**config.mk**
```make
export PLATFORM = sky130hd
export DESIGN_NAME = ofm_buffer_mc
export DESIGN_NICKNAME = d
export VERILOG_FILES = /design/src/rtl/ofm_buffer_pkg.sv /design/src/rtl/ofm_buffer_ram.sv /design/src/rtl/ofm_buffer_mc.sv
export SDC_FILE = /design/constraint.sdc
export NUM_CORES = 2
export LEC_CHECK = 0
export ABC_CLOCK_PERIOD_IN_PS = 15200
export BUFFER_PORTS_ARGS = -buffer_cell sky130_fd_sc_hd__buf_2
export CAP_MARGIN = 25
export CELL_PAD_IN_SITES_DETAIL_PLACEMENT = 1
export CELL_PAD_IN_SITES_GLOBAL_PLACEMENT = 1
export CORE_ASPECT_RATIO = 1.25
export CORE_MARGIN = 2
export CORE_UTILIZATION = 60
export CTS_CLUSTER_SIZE = 16
export DETAILED_ROUTE_END_ITERATION = 8
export GPL_ROUTABILITY_DRIVEN = 0
export PLACE_DENSITY_LB_ADDON = 0.05
export SLEW_MARGIN = 20
export SYNTH_ARGS = -nofsm -noshare
export SYNTH_HDL_FRONTEND = slang
export SYNTH_SLANG_ARGS = --single-unit
```
**constraint.sdc**
```tcl
create_clock -name clk -period 15.2 [get_ports clk]
set_input_delay 3.04 -clock clk [delete_from_list [all_inputs] [get_ports clk]]
set_output_delay 3.04 -clock clk [all_outputs]
set_load 0.01 [all_outputs]
```
**src/rtl/ofm_buffer_pkg.sv**
```systemverilog
// Shared types and helpers for the multi-channel OFM buffer.
package ofm_buffer_pkg;

    typedef enum logic [1:0] {
        ST_IDLE  = 2'd0,
        ST_FILL  = 2'd1,
        ST_READY = 2'd2,
        ST_DRAIN = 2'd3
    } state_e;

    localparam logic RD_MODE_PAR   = 1'b0;
    localparam logic RD_MODE_CHMAJ = 1'b1;

    function automatic int calc_ofm_size(input int ifm, input int k, input int s, input int p);
        return (ifm - k + 2 * p) / s + 1;
    endfunction

endpackage

```
**src/rtl/ofm_buffer_ram.sv**
```systemverilog
// Simple dual-port RAM with a registered read port; contents are not reset.
module ofm_buffer_ram #(
    parameter int DEPTH  = 25,
    parameter int WIDTH  = 64,
    parameter int ADDR_W = 5
) (
    input  logic              clk,
    input  logic              wr_en_i,
    input  logic [ADDR_W-1:0] wr_addr_i,
    input  logic [WIDTH-1:0]  wr_data_i,
    input  logic              rd_en_i,
    input  logic [ADDR_W-1:0] rd_addr_i,
    output logic [WIDTH-1:0]  rd_data_o
);

    logic [WIDTH-1:0] mem_q [DEPTH];
    logic [WIDTH-1:0] rd_data_q;

    // Same-address read and write returns the old word (read-before-write).
    always_ff @(posedge clk) begin
        if (wr_en_i) begin
            mem_q[wr_addr_i] <= wr_data_i;
        end
        if (rd_en_i) begin
            rd_data_q <= mem_q[rd_addr_i];
        end
    end

    assign rd_data_o = rd_data_q;

endmodule

```
**src/rtl/ofm_buffer_mc.sv**
```systemverilog
// Multi-channel OFM frame buffer: pixel-parallel FIFO or channel-major drain.
// Optional sticky error flag built when OFM_BUFFER_ERR_FLAG_EN is defined.
module ofm_buffer_mc
    import ofm_buffer_pkg::*;
#(
    parameter int DATA_WIDTH  = 16,
    parameter int NUM_CH      = 4,
    parameter int IFM_SIZE    = 9,
    parameter int KERNEL_SIZE = 4,
    parameter int STRIDE      = 2,
    parameter int PAD         = 2,
    localparam int OFM_SIZE   = calc_ofm_size(IFM_SIZE, KERNEL_SIZE, STRIDE, PAD),
    localparam int DEPTH      = OFM_SIZE * OFM_SIZE,
    localparam int ADDR_W     = $clog2(DEPTH),
    localparam int CNT_W      = $clog2(DEPTH + 1),
    localparam int CH_W       = (NUM_CH > 1) ? $clog2(NUM_CH) : 1,
    localparam int W          = NUM_CH * DATA_WIDTH
) (
    input  logic             clk,
    input  logic             rst_n,
    input  logic             rd_mode_i,
    input  logic             wr_en_i,
    input  logic [W-1:0]     d_in_i,
    input  logic             rd_en_i,
    output logic [W-1:0]     d_out_o,
    output logic             rd_valid_o,
    output logic [CH_W-1:0]  rd_ch_o,
    output logic             full_o,
    output logic             empty_o,
    output logic [CNT_W-1:0] count_o,
    output logic             frame_done_o,
    output logic             err_o
);

    localparam logic [ADDR_W-1:0] LAST_ADDR = ADDR_W'(DEPTH - 1);
    localparam logic [CH_W-1:0]   LAST_CH   = CH_W'(NUM_CH - 1);
    localparam logic [CNT_W-1:0]  DEPTH_CNT = CNT_W'(DEPTH);

    state_e            state_q, state_d;
    logic              mode_q;
    logic [ADDR_W-1:0] wr_ptr_q, rd_ptr_q;
    logic [CH_W-1:0]   rd_ch_q, out_ch_q;
    logic [CNT_W-1:0]  count_q, count_d, rd_cnt_q, rd_cnt_d;
    logic              full_q, empty_q, rd_valid_q, frame_done_q, out_chmaj_q;
    logic              wr_acc_s, rd_acc_s, chmaj_last_s, par_end_s, frame_end_s;
    logic [W-1:0]      ram_rd_data_s, d_out_s;

    // State register
    always_ff @(posedge clk or negedge rst_n) begin
        if (!rst_n) begin
            state_q <= ST_IDLE;
        end else begin
            state_q <= state_d;
        end
    end

    // Next-state logic
    always_comb begin
        state_d = state_q;
        case (state_q)
            ST_IDLE:  if (wr_en_i) state_d = ST_FILL; else state_d = ST_IDLE;
            ST_FILL: begin
                if (frame_end_s)             state_d = ST_IDLE;
                else if (count_d == DEPTH_CNT) state_d = ST_READY;
                else                         state_d = ST_FILL;
            end
            ST_READY: begin
                if (frame_end_s)                             state_d = ST_IDLE;
                else if (mode_q == RD_MODE_CHMAJ && rd_en_i) state_d = ST_DRAIN;
                else                                         state_d = ST_READY;
            end
            ST_DRAIN: if (frame_end_s) state_d = ST_IDLE; else state_d = ST_DRAIN;
            default:  state_d = ST_IDLE;
        endcase
    end

    // Accept/drop decisions per state and latched mode
    always_comb begin
        wr_acc_s = 1'b0;
        rd_acc_s = 1'b0;
        case (state_q)
            ST_IDLE: wr_acc_s = wr_en_i;
            ST_FILL, ST_READY: begin
                if (mode_q == RD_MODE_CHMAJ) begin
                    if (state_q == ST_FILL) wr_acc_s = wr_en_i && !full_q;
                    else                    rd_acc_s = rd_en_i;
                end else begin
                    rd_acc_s = rd_en_i && !empty_q;
                    wr_acc_s = wr_en_i && (!full_q || rd_acc_s);
                end
            end
            ST_DRAIN: rd_acc_s = rd_en_i;
            default: begin
                wr_acc_s = 1'b0;
                rd_acc_s = 1'b0;
            end
        endcase
    end

    // Occupancy and end-of-frame detection; channel-major reads never decrement
    always_comb begin
        chmaj_last_s = (mode_q == RD_MODE_CHMAJ) && rd_acc_s &&
                       (rd_ptr_q == LAST_ADDR) && (rd_ch_q == LAST_CH);
        if (chmaj_last_s) begin
            count_d = '0;
        end else if (wr_acc_s && !(rd_acc_s && mode_q == RD_MODE_PAR)) begin
            count_d = count_q + CNT_W'(1);
        end else if (rd_acc_s && !wr_acc_s && mode_q == RD_MODE_PAR) begin
            count_d = count_q - CNT_W'(1);
        end else begin
            count_d = count_q;
        end
        if (rd_acc_s && mode_q == RD_MODE_PAR && rd_cnt_q != DEPTH_CNT) begin
            rd_cnt_d = rd_cnt_q + CNT_W'(1);
        end else begin
            rd_cnt_d = rd_cnt_q;
        end
        par_end_s   = (mode_q == RD_MODE_PAR) && (state_q == ST_FILL || state_q == ST_READY) &&
                      (rd_cnt_d == DEPTH_CNT) && (count_d == '0);
        frame_end_s = chmaj_last_s || par_end_s;
    end

    // Pointers, counters, mode latch and registered status/output qualifiers
    always_ff @(posedge clk or negedge rst_n) begin
        if (!rst_n) begin
            mode_q       <= RD_MODE_PAR;
            wr_ptr_q     <= '0;
            rd_ptr_q     <= '0;
            rd_ch_q      <= '0;
            count_q      <= '0;
            rd_cnt_q     <= '0;
            full_q       <= 1'b0;
            empty_q      <= 1'b1;
            rd_valid_q   <= 1'b0;
            out_chmaj_q  <= 1'b0;
            out_ch_q     <= '0;
            frame_done_q <= 1'b0;
        end else begin
            if (state_q == ST_IDLE && wr_en_i) mode_q <= rd_mode_i;
            if (chmaj_last_s)  wr_ptr_q <= '0;
            else if (wr_acc_s) wr_ptr_q <= (wr_ptr_q == LAST_ADDR) ? '0 : wr_ptr_q + ADDR_W'(1);
            if (rd_acc_s)      rd_ptr_q <= (rd_ptr_q == LAST_ADDR) ? '0 : rd_ptr_q + ADDR_W'(1);
            if (chmaj_last_s) begin
                rd_ch_q <= '0;
            end else if (rd_acc_s && mode_q == RD_MODE_CHMAJ && rd_ptr_q == LAST_ADDR) begin
                rd_ch_q <= rd_ch_q + CH_W'(1);
            end
            count_q      <= count_d;
            rd_cnt_q     <= par_end_s ? '0 : rd_cnt_d;
            full_q       <= (count_d == DEPTH_CNT);
            empty_q      <= (count_d == '0);
            rd_valid_q   <= rd_acc_s;
            out_chmaj_q  <= mode_q;
            out_ch_q     <= (rd_acc_s && mode_q == RD_MODE_CHMAJ) ? rd_ch_q : '0;
            frame_done_q <= frame_end_s;
        end
    end

    ofm_buffer_ram #(
        .DEPTH  (DEPTH),
        .WIDTH  (W),
        .ADDR_W (ADDR_W)
    ) u_ram (
        .clk       (clk),
        .wr_en_i   (wr_acc_s),
        .wr_addr_i (wr_ptr_q),
        .wr_data_i (d_in_i),
        .rd_en_i   (rd_acc_s),
        .rd_addr_i (rd_ptr_q),
        .rd_data_o (ram_rd_data_s)
    );

    // Output lane steering; zero whenever no read was accepted
    always_comb begin
        d_out_s = '0;
        if (!rd_valid_q) begin
            d_out_s = '0;
        end else if (out_chmaj_q == RD_MODE_CHMAJ) begin
            d_out_s[DATA_WIDTH-1:0] = ram_rd_data_s[out_ch_q * DATA_WIDTH +: DATA_WIDTH];
        end else begin
            d_out_s = ram_rd_data_s;
        end
    end

`ifdef OFM_BUFFER_ERR_FLAG_EN
    logic err_q;

    // Sticky flag for any dropped write or ignored read
    always_ff @(posedge clk or negedge rst_n) begin
        if (!rst_n) begin
            err_q <= 1'b0;
        end else if ((wr_en_i && !wr_acc_s) || (rd_en_i && !rd_acc_s)) begin
            err_q <= 1'b1;
        end
    end

    assign err_o = err_q;
`else
    assign err_o = 1'b0;
`endif

    assign d_out_o      = d_out_s;
    assign rd_valid_o   = rd_valid_q;
    assign rd_ch_o      = out_ch_q;
    assign full_o       = full_q;
    assign empty_o      = empty_q;
    assign count_o      = count_q;
    assign frame_done_o = frame_done_q;

endmodule

```
# Word level (Yosys, flattened, before mapping)

Memories as Yosys holds them, arrays and structs flattened. A register that Yosys moved wholly into a read port is not among the register bits.
Index checks and enable logic that the tools add are counted.

Output and inout port bits: 76
RAM bits: 1600
Memories: 1
Register bits: 32
Bits of input ports: 69

$add $sub $neg: 6
Reduce and logical (&&, ||, !) cells: 28
Shift-type cells: 1
Multiplexer cells: 30
Bitwise operators: 1
Eq/ne operators: 9

Memories:

| memory      | depth | bits a word | rd ports | clocked after memory_dff | write ports | line                 | text |
|---|---|---|---|---|---|---|---|
| u_ram.mem_q | 25    | 64          | 1        | 1                        | 1           | ofm_buffer_ram.sv:16 | `logic [WIDTH-1:0] mem_q [DEPTH];` |

Operator list:

| operator                                                            | count |
|---|---|
| 64-bit 2-to-1 mux                                                   | 1 |
| 64-bit by 7-bit indexed part select with 16-bit output              | 1 |
| 48-bit 2-to-1 mux                                                   | 1 |
| 5-bit 2-to-1 mux                                                    | 9 |
| 5-bit by 1-bit adder with 5-bit output (second input constant)      | 4 |
| 5-bit == test (second input constant)                               | 4 |
| 1-bit logical AND                                                   | 16 |
| 16-bit 2-to-1 mux                                                   | 1 |
| 2-bit 2-to-1 mux                                                    | 7 |
| 1-bit 2-to-1 mux                                                    | 8 |
| 2-bit case mux with 4 select lines                                  | 1 |
| 2-bit == test (second input constant)                               | 3 |
| 5-bit zero test                                                     | 1 |
| 5-bit inequality test (second input constant)                       | 1 |
| 5-bit by 1-bit subtractor with 5-bit output (second input constant) | 1 |
| 1-bit zero test                                                     | 4 |
| 1-bit case mux with 2 select lines                                  | 2 |
| 2-bit nonzero test                                                  | 2 |
| 1-bit logical OR                                                    | 3 |
| 2-bit by 1-bit adder with 2-bit output (second input constant)      | 1 |
| 2-bit by 1-bit == test with 1-bit output (second input constant)    | 1 |
| 2-bit zero test                                                     | 1 |
| 2-bit OR reduction                                                  | 1 |
| 1-bit NOT                                                           | 1 |

# Logic depth before layout (Yosys ltp)

Depth in word-level cells: 17
Gate-level depth with buffers: 13
Mapped depth without buffers: 10

# Cells and area by module

A second synthesis with hierarchy kept.

Cell total of the unflattened synthesis: 3094
Area total of the unflattened synthesis: 65327.7 um2

By module, submodules not included:

| module         | cells an instance | area each (um2) | instances |
|---|---|---|---|
| ofm_buffer_ram | 2729              | 62391.1         | 1 |
| ofm_buffer_mc  | 365               | 2936.6          | 1 |

# Least setup slack after synthesis

No wires, ideal clock.

Kind: input -> register
From: input port rd_en_i
To: memory u_ram.mem_q[20][0] (enable)
Stages on the path: 5
Setup time: 0.487 ns
Data arrival time: 6.964 ns
Path slack: 7.749 ns
Data required time: 14.713 ns
Cell sequence: or3b_4 a2111o_4 nand2_4 nand2_1 nor2_1

Word-level cells in the longest chain between the ends: 7

Ends and longest elaborated chain:

| what                                   | line                 | text |
|---|---|---|
| start, declared                        | ofm_buffer_mc.sv:24  | `input logic rd_en_i,` |
| 1-bit logical AND                      | ofm_buffer_mc.sv:88  | `rd_acc_s = rd_en_i && !empty_q;` |
| 1-bit logical OR                       | ofm_buffer_mc.sv:89  | `wr_acc_s = wr_en_i && (!full_q \|\| rd_acc_s);` |
| 1-bit logical AND                      | ofm_buffer_mc.sv:89  |  |
| 1-bit 2-to-1 mux                       | ofm_buffer_mc.sv:84  | `if (mode_q == RD_MODE_CHMAJ) begin` |
| 1-bit case mux with 2 select lines     | ofm_buffer_mc.sv:81  | `case (state_q)` |
| 1-bit 2-to-1 mux                       | ofm_buffer_ram.sv:21 | `if (wr_en_i) begin` |
| 1-bit 2-to-1 mux (not written as such) | ofm_buffer_ram.sv:22 | `mem_q[wr_addr_i] <= wr_data_i;` |
| end, declared                          | ofm_buffer_ram.sv:16 |  |

No other way between the ends.

# Worst setup path in the final report

From: input port rd_en_i
To: memory u_ram.mem_q[16][57] (enable)

The elaborated chain is that of the path after synthesis.

==> reports/metrics.csv <==
stage;metric;value;unit
clocking;Max clock buf depth;3;
clocking;sink count of the clock tree;1696;
clocking;deepest level of the CTS H-tree;4;
sta;hold violation total from the final report;0;
yosys;net count of the mapped netlist;2989;
clocking;clock latency at the later pin of the worst-skew pair;0.81;ns
yosys;area share of and/or/nand/nor cells after synthesis;0.0201;
yosys;sequential cell area fraction in the yosys report;0.773;
yosys;flip-flop and latch count after synthesis;1696;
power_and_ir_drop;maximum vdd drop;155;uV
drt;via density per instance;6.75;
placed_design;Post-Place Cell Area;68400;sq um
critical_path;arrival time at the worst endpoint;6.61;ns
global_route;total global routing track utilization;0.307;
clocking;clock root buffer;clkbuf_16;
drt;first-iteration detailed-routing DRC count;4278;
yosys;asr flop ratio synth;0.0189;
sta;portion of the clock cycle consumed by the worst path in the final layout;0.407;
final_layout;area occupied by registers;50800;sq um
global_route;number of global-route vias before repair;32425;
yosys;warning count from the yosys run;0;
yosys;portion of netlist area occupied by mux cells;0.178;
floorplan;row count;135;
drt;DRC violation count after routing;0;
yosys;Cell Area, Synth;65700;sq um
placed_design;# port buffers;143;
sta;Max Clk Rate;162;MHz
power_and_ir_drop;ratio of total power to cell area;182;nW/um^2
final_layout;Finished Layout Cells;4685;
final_layout;share of cells above drive strength 1;0.310;
sta;Max-slew headroom;0.264;
critical_path;R2R depth;6;
clocking;total of hold buffers inserted after clock tree synthesis;0;
sta;minimum clock period;6.18;ns
drt;DR pass1 iterations;5;
global_route;global-route wire length before repair;241000;um
min_path;end point of the worst hold path;rd_ch_o[1];
critical_path;cell-by-cell trace of the critical path;buf_2 -> or3b_4 -> a2111o_4 -> nand2_4 -> nand2_1 -> nor2_4 -> buf_4;
critical_path;required arrival time at the worst endpoint;15.63;ns
critical_path;RR Endpoint;u_ram.rd_data_o[46];
floorplan;area enclosed by the die boundary;112000;sq um
status;run status;finished clean;
final_layout;Design Area, Final;73600;sq um
yosys;Cells after Synth;2902;
yosys;Adder-Cell Fraction of Synth Area;0.00343;
yosys;Avg Synthesized Cell Area;22.6;sq um
final_layout;most frequent cells in the layout;edfxtp_1 (1,664), mux4_2 (448), clkbuf_16 (163), buf_2 (143), o21ai_0 (102);
clocking;Gates resized, CTS repair;0;
critical_path;worst reg2reg startpoint;rd_ptr_q[0];
critical_path;kind of critical path;in -> reg;
yosys;number of different library cells in the post-synthesis netlist;57;
critical_path;Max FO, Critical Path;37;
drt;Final Routed Wirelength;168000;um
critical_path;delay-heaviest family, CP;simple AND/OR/NAND/NOR gates;
floorplan;Starting Density;0.606;
sta;unrepaired setup endpoints after global routing;false;
floorplan;number of ports placed on the die boundary;145;
sta;slew at the pin closest to its max-slew limit;1.10;ns
clocking;CTS tree;built;
final_layout;utilization of the core after routing;0.679;
floorplan;placeable core region;108000;sq um
global_route;total overflow reported by the global router;0;
critical_path;count of buffering cells on the critical path with inverters included;2;
min_path;hold path depth;1;
clocking;CTS clock-pin slew for the worst setup and hold paths;0.06;ns
final_layout;area overhead of the layout relative to synthesis;12.1;%
global_route;largest net degree at the start of global routing;126;
yosys;Main synth FF type;edfxtp_1;
drt;mean routed wirelength per cell;35.9;um
power_and_ir_drop;total leakage power;23.6;nW
sta;Setup TNS;0;ns
yosys;xor and xnor area share after synthesis;0.00168;
clocking;number of buffers created by CTS;159;
sta;Post-Route Hold Slack;0.541;ns
final_layout;total area of multi-input combinational cells;14400;sq um
sta;final number of setup-violating endpoints;0;
floorplan;die outline width;300;um
yosys;EDFF count, synth;1664;
critical_path;Max stage delay cell, worst path;nor2_4;
drt;remaining antenna violation count;0;
min_path;launch point of the worst hold path;rd_ch_q[1];
critical_path;worst setup slack for register-to-register paths;10.05;ns
yosys;compound-cell area share of the yosys netlist;0.0138;
run;Max-Cap Viols;0;
drt;Via Count;31642;
final_layout;final net count;3197;
sta;clock skew after layout;0.0345;ns
sta;number of pins with negative max-slew slack in the final report;0;
final_layout;fill count;8406;
yosys;combinational family with the most area after synthesis;multiplexers;
placed_design;placed cell count;4379;
clocking;total setup buffers inserted after CTS;0;
floorplan;Die Height;374;um
critical_path;longest individual stage delay on the worst path;1.00;ns
placed_design;HPWL after detailed placement;102000;um
min_path;HP Class;reg -> reg;
global_route;number of antenna violations at the first check in global routing;23;
critical_path;kind of start point of the critical path;input pin;
final_layout;most common library cell in the layout ignoring fill and taps;edfxtp_1;
critical_path;crit end category;flop;
-- worst max path at each step --
stage          startpoint                   to  depth (start not counted)
5_1_grt           rd_en_i  u_ram.mem_q[16][41]                          7
6_report          rd_en_i  u_ram.mem_q[16][57]                          7
3_3_place_gp      rd_en_i   u_ram.mem_q[0][20]                          7
2_1_floorplan     rd_en_i   u_ram.mem_q[20][0]                          5
4_1_cts           rd_en_i   u_ram.mem_q[4][18]                          7
3_5_place_dp      rd_en_i    u_ram.mem_q[4][7]                          7
-- routing by layer --
layer / wire length [um] / up-vias / share of wire / GRT usage
met1: 67900 / 17012 / 0.40 / 0.475
met2: 79200 / 1790 / 0.47 / 0.460
met3: 17800 / 222 / 0.11 / 0.0662
met5: 79 / - / 0.00047 / 0
met4: 3290 / 14 / 0.020 / 0.0700
li1: - / 12604 / - / -
-- worst register-to-register path, cell delays in order, from the launching register on --
cell and delay (ns):
dfrtp_4 0.78, buf_4 0.70, buf_4 0.85, buf_12 0.81, mux4_2 0.79, mux4_2 0.60
mux2_2 0.34
-- cell families (layout without fill, tap and decap cells) --
| group | Yosys count | count (layout) |
|---|---|---|
| xor+xnor | 11 | 11 |
| buf+inv | 168 | 507 |
| flops | 1696 | 1696 |
| other cells | 1 | 7 |
| mux | 598 | 598 |
| simple gates | 257 | 257 |
| compound gates | 153 | 153 |
| fa+ha+maj | 18 | 18 |
-- cell usage after synthesis (all sizes together), types with 4 or more instances --
cell type  instances  area (sq um)
xor2               7          61.3
mux4             448         10100
nand2             97           372
nor2              40           150
nand3b             4          30.0
and2              50           313
edfxtp          1664         50000
nand3              5          25.0
buf               46           196
inv               11          41.3
nand2b            18           113
nand4              7          43.8
dfrtp             31           776
and4               5          43.8
a21oi             25           125
a211oi             4          30.0
mux2i             82           821
ha                18           225
nor3               8          56.3
clkbuf           110           413
mux2              68           766
or3b               4          37.5
o211ai             4          30.0
o21ai            103           515
nor2b              4          25.0
-- through the flow --
| stage | setup slack (ns) | power [mW] |
|---|---|---|
| final | 9.02 | 13.4 |
| after global routing | 8.93 | 13.8 |
| after CTS | 9.03 | 13.4 |
| after detailed placement | 8.17 | 9.53 |
| after global placement | 8.32 | 9.40 |
| after floorplan | 7.75 | 8.18 |
-- cell type report --
class / instances / share of cell area
antenna: 6 / 0.000204
clock buffer: 198 / 0.0577
clock inverter: 94 / 0.0109
inverter: 12 / 0.000714
multi-input combinational: 1038 / 0.196
sequential: 1696 / 0.690
tap: 1438 / 0.0244
timing repair buffer: 203 / 0.0200
-- state kept, by name (all words and copies together), names as in the netlist, 5 cells and up --
name and count:
wr_ptr_q 5, u_ram.rd_data_o 64, rd_ptr_q 5, count_o 5, rd_cnt_q 5, u_ram.mem_q 1600
-- power by group --
group          internal, mW  total, mW  leakage [nW]  switching, mW
Sequential             5.55       5.85          15.4          0.300
Combinational          1.60       3.63          5.72           2.03
Clock                  2.16       3.89          2.50           1.73
Total                  9.31       13.4          23.6           4.06
Power figures use the tool's default switching activity.
